===== src/rtl/imem_boot_loader.sv =====
// Byte-stream image loader: length header, LE words into imem, then core_en.
// Define CHECKSUM_EN to require a trailing XOR checksum byte before DONE.
module imem_boot_loader #(
  parameter int ADDR_W    = 8,
  parameter int MAX_WORDS = 256
) (
  input  logic              clk,
  input  logic              rst,
  input  logic [7:0]        rx_data,
  input  logic              rx_valid,
  output logic              rx_ready,
  output logic              imem_we,
  output logic [ADDR_W-1:0] imem_addr,
  output logic [31:0]       imem_wdata,
  output logic              core_en,
  output logic              load_busy,
  output logic              load_err,
  output logic [ADDR_W:0]   words_loaded
);

`ifdef CHECKSUM_EN
  typedef enum logic [2:0] {
    S_HDR0,
    S_HDR1,
    S_DATA,
    S_CSUM,
    S_DONE,
    S_ERR
  } state_t;
`else
  typedef enum logic [2:0] {
    S_HDR0,
    S_HDR1,
    S_DATA,
    S_DONE,
    S_ERR
  } state_t;
`endif

  state_t            r_state;
  state_t            w_next;
  logic [15:0]       r_count;
  logic [1:0]        r_bidx;
  logic [23:0]       r_asm;
  logic              r_we;
  logic [ADDR_W-1:0] r_addr;
  logic [31:0]       r_wdata;
  logic [ADDR_W:0]   r_wl;
`ifdef CHECKSUM_EN
  logic [7:0]        r_xor;
`endif

  logic              w_busy;
  logic              w_acc;
  logic [15:0]       w_hdr_cnt;
  logic [16:0]       w_wl_next;
  logic              w_last;
  logic              w_hdr_zero;
  logic              w_hdr_big;

  assign w_busy = (r_state == S_HDR0) ||
                  (r_state == S_HDR1) ||
`ifdef CHECKSUM_EN
                  (r_state == S_CSUM) ||
`endif
                  (r_state == S_DATA);

  assign w_acc      = rx_valid && rx_ready;
  assign w_hdr_cnt  = {rx_data, r_count[7:0]};
  assign w_hdr_zero = (w_hdr_cnt == 16'd0);
  assign w_hdr_big  = (17'(w_hdr_cnt) > 17'(MAX_WORDS));
  assign w_wl_next  = 17'(r_wl) + 17'd1;
  assign w_last     = (r_bidx == 2'd3) &&
                      (w_wl_next == {1'b0, r_count});

  always_ff @(posedge clk) begin
    if (rst) begin
      r_state <= S_HDR0;
    end else begin
      r_state <= w_next;
    end
  end

  always_comb begin
    w_next = r_state;
    unique case (1'b1)
      r_state == S_HDR0: begin
        if (w_acc) w_next = S_HDR1;
      end
      r_state == S_HDR1: begin
        if (w_acc) begin
          if (w_hdr_zero) begin
`ifdef CHECKSUM_EN
            w_next = S_CSUM;
`else
            w_next = S_DONE;
`endif
          end else if (w_hdr_big) begin
            w_next = S_ERR;
          end else begin
            w_next = S_DATA;
          end
        end
      end
      r_state == S_DATA: begin
        if (w_acc && w_last) begin
`ifdef CHECKSUM_EN
          w_next = S_CSUM;
`else
          w_next = S_DONE;
`endif
        end
      end
`ifdef CHECKSUM_EN
      r_state == S_CSUM: begin
        if (w_acc) begin
          w_next = (rx_data == r_xor) ? S_DONE : S_ERR;
        end
      end
`endif
      default: w_next = r_state;
    endcase
  end

  always_ff @(posedge clk) begin
    if (rst) begin
      r_count <= '0;
      r_bidx  <= '0;
      r_asm   <= '0;
      r_we    <= 1'b0;
      r_addr  <= '0;
      r_wdata <= '0;
      r_wl    <= '0;
`ifdef CHECKSUM_EN
      r_xor   <= '0;
`endif
    end else begin
      r_we <= 1'b0;
      if (w_acc) begin
`ifdef CHECKSUM_EN
        r_xor <= r_xor ^ rx_data;
`endif
        unique case (1'b1)
          r_state == S_HDR0: r_count[7:0]  <= rx_data;
          r_state == S_HDR1: r_count[15:8] <= rx_data;
          r_state == S_DATA: begin
            r_bidx <= r_bidx + 2'd1;
            unique case (r_bidx)
              2'd0: r_asm[7:0]   <= rx_data;
              2'd1: r_asm[15:8]  <= rx_data;
              2'd2: r_asm[23:16] <= rx_data;
              default: begin
                // word index equals words already written
                r_we    <= 1'b1;
                r_addr  <= r_wl[ADDR_W-1:0];
                r_wdata <= {rx_data, r_asm};
                r_wl    <= r_wl + 1'b1;
              end
            endcase
          end
          default: ;
        endcase
      end
    end
  end

  assign rx_ready     = !rst && w_busy;
  assign load_busy    = w_busy;
  assign load_err     = (r_state == S_ERR);
  // hold the core off through the final write pulse
  assign core_en      = (r_state == S_DONE) && !r_we;
  assign imem_we      = r_we;
  assign imem_addr    = r_addr;
  assign imem_wdata   = r_wdata;
  assign words_loaded = r_wl;

endmodule


===== config.mk =====
export PLATFORM = sky130hd
export DESIGN_NAME = imem_boot_loader
export DESIGN_NICKNAME = d
export VERILOG_FILES = /design/src/rtl/imem_boot_loader.sv
export SDC_FILE = /design/constraint.sdc
export NUM_CORES = 1
export LEC_CHECK = 0
export CORE_MARGIN = 10
export CORE_UTILIZATION = 55
export CTS_CLUSTER_DIAMETER = 60
export DETAILED_ROUTE_END_ITERATION = 6
export GPL_ROUTABILITY_DRIVEN = 0
export GPL_TIMING_DRIVEN = 0
export HOLD_SLACK_MARGIN = 0.06
export PLACE_DENSITY = 0.84
export SETUP_SLACK_MARGIN = 0.2
export SKIP_CTS_REPAIR_TIMING = 1
export SLEW_MARGIN = 10
export SYNTH_ARGS = -nofsm -noshare
export SYNTH_HDL_FRONTEND = slang
export SYNTH_SLANG_ARGS = --single-unit

===== constraint.sdc =====
create_clock -name clk -period 4.75 [get_ports clk]
set_input_delay 0.7125 -clock clk [delete_from_list [all_inputs] [get_ports clk]]
set_output_delay 0.7125 -clock clk [all_outputs]
set_load 0.05 [all_outputs]

# ---- Word-level counts from Yosys, hierarchy flattened
# Index checks and enable logic that the tools add are counted.
# W data, S select, Z words.
dict set report op_classes {
  addsub 3
  magnitude_cmp 1
  n_eq_ne 11
  muxes 7
  bitwise_logic 3
  reduce_logical 23
}
# cell count
set ops {}
lappend ops {{$eq A10 B16 Y1} 1}
lappend ops {{$gt A16 B9 Y1 const B} 1}
lappend ops {{$logic_not A16 Y1} 1}
lappend ops {{$mux W3} 5}
lappend ops {{$reduce_and A3 Y1} 4}
lappend ops {{$add A9 B1 Y10 const B} 1}
lappend ops {{$add A9 B1 Y9 const B} 1}
lappend ops {{$pmux W3 S3} 1}
lappend ops {{$eq A3 B2 Y1 const B} 2}
lappend ops {{$reduce_and A2 Y1} 3}
lappend ops {{$reduce_or A3 Y1} 2}
lappend ops {{$logic_and A1 B1 Y1} 5}
lappend ops {{$eq A2 B2 Y1 const B} 2}
lappend ops {{$ne A2 B2 Y1 const B} 2}
lappend ops {{$reduce_and A4 Y1} 1}
lappend ops {{$eq A3 B1 Y1 const B} 1}
lappend ops {{$eq A3 B3 Y1 const B} 1}
lappend ops {{$logic_not A3 Y1} 1}
lappend ops {{$not A1 Y1} 3}
lappend ops {{$reduce_bool A3 Y1} 1}
lappend ops {{$add A2 B1 Y2 const B} 1}
lappend ops {{$eq A2 B1 Y1 const B} 1}
lappend ops {{$logic_not A1 Y1} 2}
lappend ops {{$logic_not A2 Y1} 1}
lappend ops {{3 further kinds} 4}
dict set report word_totals {
  regBits 95
}

# ---- Logic depth before layout (Yosys ltp)
# Gate-level depths: netlist of the first run.
dict set report depth {
  word_depth 8
  depth_mapped 8
  mapped_depth_nobuf 7
}

# ---- Worst setup path after synthesis of the first run
# OpenSTA, ideal clock, no wires.
dict set report synth_path {
  path_type {reg-to-output}
  startpoint {register r_state[0]}
  endpoint {output port rx_ready}
  arrival_time_ns 2.045
  slack_ns 1.992
  path_stages_with_launch 4
  path_buffers 1
  cell_sequence {dfxtp_1 -> buf_6 -> a21oi_1 -> nor2b_1}
}
dict set report synth_via {
  elab_chain_cells 4
  word_cells_on_any_way 6
  classes_between {eq/ne: 2; reduce/logical: 4}
}
# element line_no
set synth_lines {}
lappend synth_lines {{from (decl)} 40} ;# state_t r_state;
lappend synth_lines {{from (signal assigned)} 80} ;# r_state <= w_next;
lappend synth_lines {{$eq A3 B1 Y1 or $logic_not A3 Y1 (tied branches)} {62, 61}}
lappend synth_lines {{$logic_or A1 B1 Y1} 61} ;# assign w_busy = (r_state == S_HDR0) ||
lappend synth_lines {{$logic_or A1 B1 Y1 (*)} 61}
lappend synth_lines {{via load_busy} 16} ;# output logic load_busy,
lappend synth_lines {{$logic_and A1 B1 Y1 (*)} 167} ;# assign rx_ready = !rst && w_busy;
lappend synth_lines {{to (decl)} 11} ;# output logic rx_ready,
# Mark *: on every way through the listed nets, which the timed path passes. The rest lies on a longest branch.

# ---- Final worst setup path of the first run
dict set report layout_path {
  startpoint {input port rst}
  endpoint {output port rx_ready}
}
dict set report layout_via {
  elab_chain_cells 2
}
# element line_no
set layout_lines {}
lappend layout_lines {{from (decl)} 8} ;# input logic rst,
lappend layout_lines {{$logic_not A1 Y1} 167}
lappend layout_lines {{$logic_and A1 B1 Y1} 167}
# No other way between the ends.

==> results of run 1 <==
==> path summary, 6_finish.rpt <==
kind | cells past startpoint | to | slack, ns | from
min reg2reg | 2 | imem_wdata[16] | 0.46 | r_asm[16]
max | 4 | rx_ready | 1.96 | rst
max reg2reg | 8 | r_state[0] | 2.31 | words_loaded[1]
min | 2 | imem_wdata[16] | 0.46 | r_asm[16]
==> state kept, by name, summed over array words and instances (netlist names) <==
| register | cells |
|---|---|
| imem_addr | 8 |
| r_asm | 24 |
| imem_we | 1 |
| imem_wdata | 32 |
| r_bidx | 2 |
| r_state | 3 |
| words_loaded | 9 |
| r_count | 16 |
==> report_power, final <==
group          total [W]  internal (W)  switching, W
logic          0.0000998     0.0000370     0.0000628
clock network   0.000603      0.000325      0.000277
registers       0.000811      0.000803    0.00000757
==> final cells by class <==
type | instances | area, µm² | share of cell area
flip-flops and latches | 95 | 1902 | 0.3823
clock buffers | 11 | 151.4 | 0.03043
well taps | 99 | 123.9 | 0.02490
clock inverters | 4 | 77.57 | 0.01559
repair buffers | 62 | 620.6 | 0.1247
plain buffers | 34 | 186.4 | 0.03747
multi-input cells | 349 | 1891 | 0.3800
inverters | 6 | 22.52 | 0.004527
==> cell families after synthesis <==
logic type,synth area share
AO/OA/AOI/OAI,0.1313
XOR/XNOR,0.04159
adder cells (fa/ha/maj),0.01876
buffers and inverters,0.05222
flip-flops,0.4753
multiplexers,0.02627
AND/OR/NAND/NOR,0.2545
==> cell usage in the layout, fill, tap and decap left out, drive strengths merged, types with 2 or more instances in the layout <==
cell type,n
mux2i,9
nor2,21
o21ba,2
nor3b,3
dfxtp,95
a21oi,78
clkdlybuf4s50,62
inv,7
bufinv,2
nand2b,2
xor2,6
nand2,128
nor4,8
nand3,38
o211ai,2
or3,5
o21ai,3
nand4,2
nor3,5
xnor2,13
ha,6
buf,11
clkbuf,34
nand4b,2
==> worst max-delay path: stages <==
cell and delay [ns]:
clkbuf_8 0.14, clkbuf_1 0.24, nor2b_1 0.17, clkdlybuf4s50_1 0.81
==> metrics by stage <==
stage,setup slack [ns],utilization
2_1_floorplan,1.992,-
3_3_place_gp,1.721,0.6614
3_5_place_dp,1.701,0.6614
4_1_cts,1.937,0.6933
5_1_grt,1.891,0.6933
6_report,1.961,0.6933
==> per-layer routing <==
metal  up-vias  track usage
met2       136       0.3227
li1       1781            -
met3        14      0.05664
met1      1683       0.2070
met4         0      0.05980
met5         -            0
==> impl_metrics.ini, run 1 <==
[timing]
tightest_slew_ns = 0.6302
grt_setup_unrepaired = false
hold_viol = 0
clock.fmax_mhz = 358.6
finalCritPeriodShare = 0.5871
finalClockSkew_ns = 0.007419
min_period_ns = 2.789
finalSetupViolations = 0
slew_headroom = 0.5799
fin_setup_tns_ns = 0
finalMaxSlewViolations = 0
fin_hold_ws_ns = 0.4592

[synth]
synth_edf_count = 0
netlist_top_cells_area = dfxtp_1 (48%), nand2_1 (12%), a21oi_1 (9.8%)
yosysMostFrequentCell = nand2_1
ys_types = 45
synth.top_cell.area_share = 0.4753
netlist_area_mm2 = 0.004001
avgSynthCellArea_um2 = 8.267
synth_seq_cells = 95
synth_top_flop_cell = dfxtp_1
synth-async-reset-ratio = 0
yosysTopAreaCell = dfxtp_1
synth_common_cells = nand2_1 (128), dfxtp_1 (95), a21oi_1 (78), nand3_1 (38)
syn_inst = 484
synth_fp_nets = 501
synth_seq_area_share = 0.4753
ys_warn_count = 0

[floorplan]
dieArea_mm2 = 0.01109
io-pin-count = 65
initial_core_util = 0.5576
rows = 31
die_x_um = 105.3
die_y_um = 105.3
core_mm2 = 0.007176

[placement]
dpl_cell_area_mm2 = 0.004746
dp_cells = 645
dpl.hpwl_um = 7499
port_buffers = 62

[setup_path]
required_ns = 4.04
crit_type = in -> out
crit_path_end_kind = output pin
cp_max_fo = 10
cp-start-kind = input port
crit_arrival_ns = 2.08

[cells_and_area]
nets = 574
final_area_mm2 = 0.004975
diodes = 0
areaGrowthSynthToFinish_pct = 24.33
drive_gt1_frac = 0.07843
nFillCells = 597
stdcell_count = 660

[clock_network]
cts_buffer_depth = 2
cts_tree = yes
numCtsBuffers = 9
clk_pin_slew_ns = 0.09
cts_sinks = 95
clock_insertion_delay_worst_skew_ns = 0.36
clockRootBuffer = clkbuf_8
htreeDepth = 3

[global_routing]
grt_use_total = 0.1837
grt_max_degree = 16
grt_pass1_wl_um = 17030
grt_pass1_vias = 3582
antenna_found_initial = 0
overflow = 0

[drt]
routed-wl-met3_um = 842
vias = 3614
wl_met1_um = 4267
wl_per_cell_um = 15.64
drt_wl_total_um = 10320
highest_layer = met4
viasPerCell = 5.476
drt_iter0_drc = 225
wl_met2_um = 5075
drtPass1Iterations = 5
drc = 0
ant_nets = 0

[hold_path]
hold_class = reg -> reg

[job]
drv_cap = 0

[outcome]
outcome = complete, no violations

[pwr]
power.density_mw_per_mm2 = 304.2
power_w = 0.001513
max-vdd-ir-drop_uv = 203.6
p_leak_nw = 1.694
Note: power is estimated with default switching activity, not from simulation.
==> run 2, diff against run 1 <==
CORE_UTILIZATION = 48   (was 55)
PLACE_DENSITY = 0.78   (was 0.84)
clock period = 2.27 ns   (was 4.75 ns; I/O delays follow)
==> impl_metrics.ini, run 2 (synthesis gave the netlist of run 1 again) <==
[cells_and_area]
diodes = 0
final_common_cell = nand2_1
utilization = 0.6227
final_cell_mix = nand2_1 (128), dfxtp_1 (87), a21oi_1 (77), clkdlybuf4s50_1 (55), nand3_1 (38)
largest_register_ffs = 32
drive_gt1_frac = 0.1211
areaGrowthSynthToFinish_pct = 27.24
nets = 582

[outcome]
outcome = complete, no violations

[timing]
finalSetupViolations = 0
finalMaxSlewViolations = 0
finalWorstSetupSlack_ns = 0.1004
finalClockSkew_ns = 0.01181
min_period_ns = 2.170
clock.fmax_mhz = 460.9
tightest_slew_ns = 0.6048
grt_setup_unrepaired = true
hold_viol = 0
slew_headroom = 0.5968
fin_setup_tns_ns = 0
finalCritPeriodShare = 0.9558

[setup_path]
crit_type = reg -> reg
cp_max_fo = 7
crit_arrival_ns = 2.44
required_ns = 2.54
cp-start-kind = flop
crit_path_end_kind = flop

[clock_network]
htreeDepth = 3
numCtsBuffers = 9
clk_pin_slew_ns = 0.10
cts_buffer_depth = 2
clock_insertion_delay_worst_skew_ns = 0.37
cts_sinks = 95
clockRootBuffer = clkbuf_8
cts_tree = yes

[drt]
ant_nets = 0
drt_wl_total_um = 10610
vias = 3719
wl_per_cell_um = 15.72
drc = 0
viasPerCell = 5.510
drtPass1Iterations = 5
drt_iter0_drc = 208

[floorplan]
rows = 33
die_x_um = 111.3
io-pin-count = 65
core_mm2 = 0.008175
dieArea_mm2 = 0.01239
die_y_um = 111.3
initial_core_util = 0.4894

[global_routing]
grt_pass1_wl_um = 17150
grt_max_degree = 18
overflow = 0
grt_pass1_vias = 3674
antenna_found_initial = 0
grt_use_total = 0.1625

[pwr]
power_w = 0.003060
combinationalPowerShare = 0.069
power.density_mw_per_mm2 = 601.0
p_leak_nw = 1.817
swShare = 0.2513
max-vdd-ir-drop_uv = 393.4
clockPowerShare = 0.376
p_sw_w = 0.0007688
internal_power_w = 0.002291
seqPwrFrac = 0.554

[job]
drv_cap = 0

[placement]
dpl.hpwl_um = 7488
dp_slack_ns = -0.4763
port_buffers = 62

[hold_path]
hold_class = in -> reg
## run 2: cell count changes in the layout (fill, tap and decap cells not counted), sizes merged
| cell | change |
|---|---|
| buf | +9 |
| bufinv | -1 |
| clkbuf | -2 |
| clkdlybuf4s50 | -7 |
| dlymetal6s2s | +7 |
| inv | +3 |
## run 2: cell type report
cell class,instances,area [µm²]
multi-input combinational,349,1923
clock inverter,6,75.07
sequential,95,1914
buffer,34,198.9
fill,729,3084
inverter,6,22.52
timing repair buffer,70,698.2
clock buffer,10,127.6
tap,105,131.4
## run 2: through the flow
step | hold slack [ns] | cell area (µm²) | std cells
after floorplan | 0.4322 | 4019 | 484
after CTS | 0.2251 | 4974 | 667
after global placement | 0.4416 | 4771 | 651
after detailed placement | 0.4456 | 4771 | 651
after global routing | 0.2199 | 5091 | 675
final | 0.2253 | 5091 | 675
## run 2: routing by layer
metal	global-route usage	vias to the layer above	routed length, µm
li1	-	1802	-
met1	0.1852	1751	4404
met2	0.2669	142	4937
met3	0.05844	24	1011
met4	0.07284	0	257
met5	0	-	0
## run 2: power groups by stage
stage	Clock [W]	Sequential, W	Combinational, W
finish	0.00115	0.00170	0.000212
global route	0.00124	0.00170	0.000228
CTS	0.00117	0.00170	0.000208
detailed placement	0	0.00173	0.000207
global placement	0	0.00173	0.000203
floorplan	0	0.00173	0.000137
## run 2: worst paths after layout
path,startpoint,endpoint,slack (ns),cells past startpoint
max,words_loaded[1],r_state[0],0.10,9
min,rst,r_state[2],0.23,2
max reg2reg,words_loaded[1],r_state[0],0.10,9
min reg2reg,r_asm[19],r_asm[19],0.46,2
## run 2: worst max-delay path, stage by stage (launching register included)
cell	delay (ns)
dfxtp_4	0.37
ha_4	0.15
buf_6	0.13
o21ba_4	0.19
a221oi_2	0.23
o211ai_1	0.13
nor4_2	0.31
buf_4	0.17
a22oi_2	0.07
mux2_4	0.32
==> run 3, diff against run 2 <==
CORE_ASPECT_RATIO = 2   (was default)
CORE_UTILIZATION = 53   (was 48)
CTS_CLUSTER_SIZE = 28   (was default)
PLACE_DENSITY = 0.81   (was 0.78)
clock period = 2.2 ns   (was 2.27 ns; I/O delays follow)
==> impl_metrics.ini, run 3 (synthesis gave the netlist of run 1 again) <==
[outcome]
outcome = complete, no violations

[cells_and_area]
areaGrowthSynthToFinish_pct = 30.49
largest_register_ffs = 32
stdcell_count = 662
nets = 582
final_common_cell = nand2_1
utilization = 0.7131
diodes = 0
final_cell_mix = nand2_1 (128), dfxtp_1 (88), a21oi_1 (77), clkdlybuf4s50_1 (55), nand3_1 (37)
drive_gt1_frac = 0.1228

[pwr]
power.density_mw_per_mm2 = 688.0
p_leak_nw = 1.890
power_w = 0.003592
max-vdd-ir-drop_uv = 484.9

[clock_network]
clock_insertion_delay_worst_skew_ns = 0.34
cts_tree = yes
clk_pin_slew_ns = 0.06
clockRootBuffer = clkbuf_16
cts_sinks = 95
numCtsBuffers = 9
cts_buffer_depth = 2
htreeDepth = 3

[setup_path]
cp_max_fo = 8
required_ns = 2.43
crit_arrival_ns = 2.43
cp-start-kind = flop
crit_path_end_kind = flop
crit_type = reg -> reg

[global_routing]
grt-busiest-layer = met2
grt_use_total = 0.1932
antenna_found_initial = 0
globalRouteMet3Util = 0.04969
use_met1 = 0.1867
grt_max_degree = 15
grt_pass1_vias = 3737
grtUsageMet2 = 0.3526
overflow = 0
grt_pass1_wl_um = 17710

[drt]
ant_nets = 0
vias = 3695
drtPass1Iterations = 5
viasPerCell = 5.582
drc = 0
drt_iter0_drc = 230
drt_wl_total_um = 11140
wl_per_cell_um = 16.82

[floorplan]
die_x_um = 81.44
die_y_um = 142.9
core_mm2 = 0.007322
dieArea_mm2 = 0.01164
rows = 44
initial_core_util = 0.5465
io-pin-count = 65

[timing]
clock.fmax_mhz = 455.5
slew_headroom = 0.5673
finalSetupViolations = 0
finalCritPeriodShare = 0.9979
min_period_ns = 2.195
finalClockSkew_ns = 0.004641
hold_viol = 0
grt_setup_unrepaired = true
finalMaxSlewViolations = 0
tightest_slew_ns = 0.6491

[placement]
dpl.hpwl_um = 8124
port_buffers = 62
dp_cells = 638

[hold_path]
hold_class = in -> reg

[job]
drv_cap = 0
-- run 3: final cells by class --
| class | count | area, µm² |
|---|---|---|
| repair buffers | 70 | 701.9 |
| flip-flops and latches | 95 | 1916 |
| clock buffers | 12 | 236.5 |
| inverters | 6 | 25.02 |
| well taps | 92 | 115.1 |
| multi-input cells | 349 | 1941 |
| fillers | 572 | 2101 |
| clock inverters | 4 | 70.07 |
| plain buffers | 34 | 216.5 |
-- run 3: stage by stage --
| stage | setup TNS (ns) | setup slack, ns | hold slack, ns | instance area, µm² |
|---|---|---|---|---|
| floorplan | 0 | 0.04789 | 0.4322 | 4021 |
| global placement | -23.62 | -0.5096 | 0.4406 | 4757 |
| detailed placement | -26.70 | -0.5578 | 0.4465 | 4757 |
| CTS | -5.070 | -0.2039 | 0.2413 | 5064 |
| global route | -0.1122 | -0.05866 | 0.2626 | 5221 |
| finish | 0 | 0.004686 | 0.2443 | 5221 |
-- run 3: routing by layer --
layer  vias to the layer above  part of all wire
li1                       1795                 -
met1                      1757              0.35
met2                       114              0.55
met3                        29             0.054
met4                         0             0.036
met5                         -                 0
-- run 3: report_power, final --
group	switching, W	internal [W]	leakage [nW]
Clock	0.000624	0.000993	0.151
Sequential	0.0000176	0.00173	0.770
Combinational	0.000141	0.0000827	0.969
-- run 3: final timing paths --
| path | startpoint | end | slack, ns | cells after the start |
|---|---|---|---|---|
| min | rst | r_state[2] | 0.24 | 2 |
| min reg2reg | r_asm[2] | r_asm[2] | 0.45 | 2 |
| max reg2reg | words_loaded[1] | r_state[0] | 0.005 | 9 |
| max | words_loaded[1] | r_state[0] | 0.005 | 9 |
-- run 3: worst max-delay path: stages (launching register included) --
cell,delay [ns]
dfxtp_4,0.36
ha_4,0.16
buf_8,0.13
o21ba_4,0.19
a221oi_2,0.25
o211ai_1,0.13
nor4_2,0.29
buf_4,0.17
a22oi_2,0.08
mux2_4,0.32
